File: src/rtl/serial_router_pkg.sv
// Shared types and defaults for the serial port router.
package serial_router_pkg;

    localparam int unsigned STATE_W    = 2;
    localparam int unsigned DEF_CNT_W  = 8;
    localparam int unsigned DEF_PORT_W = 2;

    typedef enum logic [STATE_W-1:0] {
        IDLE   = 2'd0,
        ROUTE  = 2'd1,
        PARITY = 2'd2,
        DONE   = 2'd3
    } state_t;

endpackage

File: src/rtl/bit_down_counter.sv
// Loadable down-counter for remaining payload bits; saturates at zero.
module bit_down_counter #(
    parameter int unsigned CNT_W = 8
) (
    input  logic             clk,
    input  logic             rst,
    input  logic             load,
    input  logic [CNT_W-1:0] load_val,
    input  logic             dec,
    output logic [CNT_W-1:0] rem,
    output logic             last,
    output logic             zero
);

    always_ff @(posedge clk) begin
        if (!rst) begin
            rem <= '0;
        end else if (load) begin
            rem <= load_val;
        end else if (dec && (rem != '0)) begin
            rem <= rem - 1'b1;
        end
    end

    assign last = (rem == CNT_W'(1));
    assign zero = (rem == '0);

endmodule

File: src/rtl/serial_port_router.sv
// Routes an nt-bit serial payload to the port latched with ntValid, then pulses done.
// Define PARITY_CHECK_EN to consume and check a trailing even-parity bit.
module serial_port_router
    import serial_router_pkg::*;
#(
    parameter int unsigned NUM_PORTS = 4,
    parameter int unsigned CNT_W     = DEF_CNT_W,
    parameter int unsigned PORT_W    = DEF_PORT_W
) (
    input  logic                 clk,
    input  logic                 rst,
    input  logic                 serIn,
    input  logic [PORT_W-1:0]    portSel,
    input  logic                 ntValid,
    input  logic [CNT_W-1:0]     nt,
    output logic [NUM_PORTS-1:0] serOut,
    output logic [NUM_PORTS-1:0] serOutValid,
    output logic                 busy,
    output logic                 done,
    output logic                 parityErr
);

    state_t                 state;
    logic [PORT_W-1:0]      port;
    logic [NUM_PORTS-1:0]   sel_mask;
    logic [CNT_W-1:0]       rem;
    logic                   cnt_load;
    logic                   cnt_dec;
    logic                   cnt_last;
    logic                   cnt_zero;

    assign cnt_load = (state == IDLE) && ntValid;
    assign cnt_dec  = (state == ROUTE);

    bit_down_counter #(
        .CNT_W (CNT_W)
    ) u_cnt (
        .clk      (clk),
        .rst      (rst),
        .load     (cnt_load),
        .load_val (nt),
        .dec      (cnt_dec),
        .rem      (rem),
        .last     (cnt_last),
        .zero     (cnt_zero)
    );

    // An out-of-range port matches no bit, so the payload is consumed silently.
    always_comb begin
        sel_mask = '0;
        for (int unsigned i = 0; i < NUM_PORTS; i++) begin
            sel_mask[i] = (PORT_W'(i) == port);
        end
    end

`ifdef PARITY_CHECK_EN
    logic par_acc;
    localparam state_t AFTER_PAYLOAD = PARITY;
`else
    localparam state_t AFTER_PAYLOAD = DONE;
`endif

    always_ff @(posedge clk) begin
        if (!rst) begin
            state       <= IDLE;
            port        <= '0;
            serOut      <= '0;
            serOutValid <= '0;
            busy        <= 1'b0;
            done        <= 1'b0;
            parityErr   <= 1'b0;
`ifdef PARITY_CHECK_EN
            par_acc     <= 1'b0;
`endif
        end else begin
            case (state)
                IDLE: begin
                    serOut      <= '0;
                    serOutValid <= '0;
                    done        <= 1'b0;
                    parityErr   <= 1'b0;
`ifdef PARITY_CHECK_EN
                    par_acc     <= 1'b0;
`endif
                    if (ntValid) begin
                        port  <= portSel;
                        busy  <= 1'b1;
                        state <= (nt != '0) ? ROUTE : AFTER_PAYLOAD;
                    end
                end
                ROUTE: begin
                    serOut      <= serIn ? sel_mask : '0;
                    serOutValid <= sel_mask;
`ifdef PARITY_CHECK_EN
                    par_acc     <= par_acc ^ serIn;
`endif
                    if (cnt_last || cnt_zero) begin
                        state <= AFTER_PAYLOAD;
                    end
                end
`ifdef PARITY_CHECK_EN
                PARITY: begin
                    serOut      <= '0;
                    serOutValid <= '0;
                    par_acc     <= par_acc ^ serIn;
                    state       <= DONE;
                end
`endif
                DONE: begin
                    serOut      <= '0;
                    serOutValid <= '0;
                    busy        <= 1'b0;
                    done        <= 1'b1;
`ifdef PARITY_CHECK_EN
                    parityErr   <= par_acc;
`endif
                    state       <= IDLE;
                end
                default: begin
                    serOut      <= '0;
                    serOutValid <= '0;
                    busy        <= 1'b0;
                    state       <= IDLE;
                end
            endcase
        end
    end

endmodule
File: config.mk
export PLATFORM = sky130hd
export DESIGN_NAME = serial_port_router
export DESIGN_NICKNAME = d
export VERILOG_FILES = /design/src/rtl/serial_router_pkg.sv /design/src/rtl/bit_down_counter.sv /design/src/rtl/serial_port_router.sv
export SDC_FILE = /design/constraint.sdc
export NUM_CORES = 1
export LEC_CHECK = 0
export CAP_MARGIN = 25
export CORE_MARGIN = 4
export CORE_UTILIZATION = 50
export CTS_BUF_LIST = sky130_fd_sc_hd__clkbuf_8
export DETAILED_ROUTE_END_ITERATION = 8
export GPL_ROUTABILITY_DRIVEN = 0
export PLACE_DENSITY_LB_ADDON = 0.08
export SYNTH_ARGS = -nofsm -noshare
export SYNTH_HDL_FRONTEND = slang
export SYNTH_SLANG_ARGS = --single-unit
File: constraint.sdc
create_clock -name clk -period 2.3 [get_ports clk]
set_input_delay 0.345 -clock clk [delete_from_list [all_inputs] [get_ports clk]]
set_output_delay 0.345 -clock clk [all_outputs]
set_load 0.01 [all_outputs]
; ---- Yosys cells after proc, flatten, opt, wreduce, memory -nomap -nowiden
; Index checks and enable logic that the tools add are counted.
[word_totals]
reg_bits = 22
inputBits = 14
out_inout_bits = 11
elab_cells = 41
[classes]
add_sub_neg = 1
n_eq_ne = 8
n_mux = 9
n_bitwise = 1
reduce_logical = 15
[ops]
columns = cell, n
row1 = two-way mux 8 bit, 2
row2 = nonzero test 8 bit, 2
row3 = "== test 8 x 1 -> 1 bit, second input constant", 1
row4 = logical NOT 8 bit, 1
row5 = AND reduction 2 bit, 4
row6 = "subtractor 8 x 1 -> 8 bit, second input constant", 1
row7 = two-way mux 2 bit, 3
row8 = "== test 2 bit, first input constant", 2
row9 = logical NOT 2 bit, 2
row10 = "inequality test 2 bit, second input constant", 2
row11 = one-hot mux 1 bit (2 select lines), 2
row12 = one-hot mux 2 bit (2 select lines), 1
row13 = nonzero test 2 bit, 2
row14 = AND reduction 3 bit, 1
row15 = "== test 1 x 2 -> 1 bit, first input constant", 1
row16 = "== test 2 x 1 -> 1 bit, second input constant", 1
row17 = "== test 2 bit, second input constant", 1
row18 = logical AND 1 bit, 2
row19 = logical OR 1 bit, 1
row20 = two-way mux 1 bit, 1
row21 = NOT 1 bit, 1

; ---- Depth between registers and ports, before layout
[depth]
depth_word = 4
mapped_depth = 6
mapped_depth_nobuf = 6

; ---- Modules after synthesis
; A second synthesis with hierarchy kept.
[unflattened]
cells_unflattened = 121
hier_area_um2 = 1063.5
[by_module_without_submodules]
columns = module, instances, cells_each, area_each_um2, seq_area_each_um2
row1 = serial_port_router, 1, 59, 541.8, 280.3
row2 = bit_down_counter, 1, 62, 521.8, 160.2

; ---- Worst setup path after synthesis
; OpenSTA, ideal clock, no wires.
[synth_timing]
path_type = reg-to-reg
from = register u_cnt.rem[2]
to = register state[1]
setup_ns = 0.060
arrival_ns = 1.665
required_ns = 2.240
slack_ns = 0.574
stages_incl_launch_ff = 5
n_path_buf = 0
synth_period_minus_slack_ns = 1.726
cell_sequence = dfxtp_1 -> or4_1 -> or4_4 -> a21oi_2 -> o221a_1
[synth_between]
elab_chain_cells = 4
word_cells_on_any_way = 5
classes_between = eq/ne: 2 / reduce/logical: 3
[synth_lines]
columns = item, line
row1 = start: declaration, bit_down_counter.sv:10  ; output logic [CNT_W-1:0] rem,
row2 = start signal: assignment, bit_down_counter.sv:19  ; rem <= load_val;
row3 = start signal: assignment, bit_down_counter.sv:21  ; rem <= rem - 1'b1;
row4 = == test 8 x 1 -> 1 bit or logical NOT 8 bit (tied branches), "bit_down_counter.sv:25, bit_down_counter.sv:26"
row5 = logical OR 1 bit *, serial_port_router.sv:97  ; if (cnt_last || cnt_zero) begin
row6 = inequality test 2 bit (no line) *, n/a
row7 = AND reduction 2 bit (no line) *, n/a
row8 = end signal: assignment, serial_port_router.sv:88  ; state <= (nt != '0) ? ROUTE : AFTER_PAYLOAD;
row9 = end: declaration, serial_port_router.sv:23  ; state_t state;
; Every way passes the cells marked *; elsewhere a longest branch is shown, timed or not.
; A chain may end at the register's enable or synchronous reset.

; ---- Worst setup path in the final report
[layout_timing]
from = register state[0]
to = register u_cnt.rem[7]
[layout_between]
elab_chain_cells = 3
word_cells_on_any_way = 6
classes_between = eq/ne: 1 / mux: 1 / reduce/logical: 4
[layout_lines]
columns = item, line
row1 = == test 2 x 1 -> 1 bit or logical NOT 2 bit (tied branches), "serial_port_router.sv:33, serial_port_router.sv:32"
row2 = logical AND 1 bit (on tied branches), "bit_down_counter.sv:20, serial_port_router.sv:32"
row3 = nonzero test 2 bit (no line) or two-way mux 8 bit (tied branches), n/a
; Several ways; a longest one is shown, not always the timed one.

==> flow_summary.json <==
{
  "status": "finished, final reports clean",
  "fmax_mhz": 510,
  "worst_r2r_endpoint": "u_cnt.rem[7]",
  "grt_max_degree": 20,
  "ys_ff_latch": 22,
  "tightest_slew_ns": 0.524,
  "path_common_cell": "or4_1",
  "synth.distinct_cells": 32,
  "cp.arrival_ns": 2.15,
  "p_per_area_nw_per_um2": 1140,
  "sw_frac_of_total_pct": 37.3,
  "initial_core_util_pct": 52.2,
  "hold_slack_ns": 0.479,
  "htreeDepth": 1,
  "p_int_uw": 951,
  "clkLatencyLatePin_ns": 0.26,
  "vias_per_cell": 5.24,
  "drtPass1Iterations": 5,
  "cp-start-kind": "flip-flop",
  "cp_slowest_cell": "or4_1",
  "nFillCells": 179,
  "io_buffer_count": 23,
  "ios": 25,
  "dp.cells": 165,
  "crit_fanout": 7,
  "drv_slew": 0,
  "die_width_um": 53.3,
  "fin_crit_sh_pct": 85.3,
  "maxSlewHeadroom_pct": 65.0,
  "cts-resized-gates": 0,
  "hold_path_class": "reg2reg",
  "min_path_cells": 2,
  "critPathKind": "reg2reg",
  "grt.overflow.total": 0,
  "die_h_um": 53.3,
  "grt_pass1_vias": 821,
  "synth_area_um2": 1020,
  "clkPwrFrac_pct": 17.8,
  "cts_tree": "done",
  "hold_buffers": 0,
  "worstSetupEndpointType": "flip-flop",
  "ant_nets": 0,
  "multi_input_area_um2": 543,
  "syn_area_per_cell_um2": 8.76,
  "hold_start": "busy",
  "grt_pass1_wl_mm": 3.73,
  "skew_ns": 0.00596,
  "instances_no_fill": 169,
  "reg2reg_depth": 5,
  "routed_wl_mm": 2.15,
  "rsz0062_at_grt": "false",
  "core.rowCount": 16,
  "rr_startpoint": "state[0]",
  "tns_ns": 0,
  "drtIter0Drc": 20,
  "worstPathCellList": "ha_1 > inv_2 > or4_1 > or4_1 > a31oi_1",
  "path_clk_slew_ns": 0.07,
  "synth_nets": 137,
  "cts_buffers": 3,
  "routedWlPerCell_um": 12.7,
  "route.detailed.drc": 0,
  "dieArea_um2": 2840,
  "fin_nets": 163,
  "seqCellArea_um2": 440,
  "areaGrowthSynthToFinish_pct": 30.4,
  "cts_sinks": 22,
  "synthCells": 117,
  "cts-root-buf": "clkbuf_8",
  "drv_cap": 0,
  "drive_above_1_share_pct": 7.75,
  "cts_setup_buffers": 0,
  "hold_violations": 0,
  "finalSetupViolations": 0,
  "whs_endpoint": "busy",
  "finalInstanceArea_um2": 1340,
  "p_leak_nw": 0.490,
  "synth-warning-count": 0,
  "grt_usage_pct": 18.2,
  "reg2reg_slack_ns": 0.34,
  "power_switching_uw": 567,
  "ir_drop_mv": 0.672,
  "slowest_delay_ns": 0.45,
  "antenna_found_initial": 0,
  "dpl-instance-area_um2": 1280,
  "design.core.area_um2": 1960,
  "vias": 885,
  "p_seq_share_pct": 38.1,
  "synth-seq-area-share_pct": 43.0,
  "combPwrFrac_pct": 44.1,
  "diodes": 0,
  "dpl.hpwl_mm": 1.64,
  "period_minus_slack_ns": 1.96,
  "cts_buffer_depth": 2,
  "worstPathRequired_ns": 2.49
}
-- power by group through the flow --
stage	registers [mW]	clock network [mW]	logic, mW
2_1_floorplan	0.566	0	0.492
3_3_place_gp	0.582	0	0.653
3_5_place_dp	0.586	0	0.666
4_1_cts	0.578	0.279	0.672
5_1_grt	0.597	0.293	0.762
6_report	0.579	0.270	0.669
-- metrics by stage --
step | power [mW] | worst slack [ns] | util (%)
after floorplan | 1.06 | 0.574 | -
after global placement | 1.24 | 0.399 | 65.3
after detailed placement | 1.25 | 0.357 | 65.3
after CTS | 1.53 | 0.338 | 68.1
after global routing | 1.65 | 0.197 | 68.1
final | 1.52 | 0.338 | 68.1
-- cell type report --
cell class              count  share of cell area (%)
inverters                   7                    1.97
well taps                  27                    2.53
flip-flops and latches     22                    33.0
clock buffers               4                    4.12
multi-input cells          85                    40.6
repair buffers             24                    17.8
-- logic make-up after synthesis --
kind of cell	Yosys count	synth area share, %
other	1	0.366
flip-flops	22	43.0
AND/OR/NAND/NOR	42	22.1
buffers and inverters	10	4.03
XOR/XNOR	4	3.42
AO/OA/AOI/OAI	31	18.8
adder cells (fa/ha/maj)	6	7.33
multiplexers	1	0.977
-- worst max-delay path by stage --
| stage | startpoint | to | slack (ns) | cells past startpoint |
|---|---|---|---|---|
| after CTS | state[0] | u_cnt.rem[7] | 0.34 | 5 |
| after global routing | state[0] | u_cnt.rem[7] | 0.20 | 5 |
| final | state[0] | u_cnt.rem[7] | 0.34 | 5 |
| after detailed placement | state[0] | u_cnt.rem[7] | 0.36 | 5 |
| after global placement | state[0] | u_cnt.rem[7] | 0.40 | 5 |
| after floorplan | u_cnt.rem[2] | state[1] | 0.57 | 4 |
-- layer usage --
layer  part of all wire, %  track usage (%)  vias to the layer above
met5                     0                0                        -
met4                   1.7             8.94                        0
met3                   6.2             3.66                        5
met2                    47             29.2                       25
met1                    45             22.9                      387
li1                      -                -                      468
-- cell usage after synthesis, drive strengths merged --
cell type  count  area [um^2]
nand2          9         33.8
o21ba          1         10.0
dfxtp         22          440
xnor2          4         35.0
nand3          4         20.0
a211oi         3         22.5
nand2b         2         12.5
or3            1         7.51
nand4b         1         8.76
nor3b          1         7.51
conb           1         3.75
o221ai         1         8.76
nor2          10         37.5
a21oi          9         48.8
buf            1         7.51
nor2b          1         6.26
nor4           3         18.8
a31oi          3         18.8
or4            5         41.3
a21boi         2         15.0
o21ai         10         50.1
o21a           1         7.51
o221a          1         11.3
or4bb          1         12.5
inv            7         26.3
ha             6         75.1
mux2i          1         10.0
nor3           4         20.0
clkbuf         2         7.51
-- flip-flops by register name, summed over array words and instances, names as in the netlist --
name,flops
port,2
serOutValid,4
done,1
state,2
busy,1
serOut,4
u_cnt.rem,8
-- worst max-delay path: cells and delay by family, from the launching register on --
kind	cells	cell delay [ns]
compound gates	1	0.16
fa+ha+maj	1	0.37
buf+inv	1	0.13
flops	1	0.39
simple gates	2	0.85
-- cells in the final DEF, fill, tap and decap left out, drive strengths merged, types with 5 or more instances in the layout --
cell type	netlist	layout
a21oi	9	9
clkdlybuf4s50	0	23
dfxtp	22	22
ha	6	6
inv	7	7
nand2	9	9
nor2	10	10
o21ai	10	10
or4	5	5
Power figures use the tool's default switching activity.
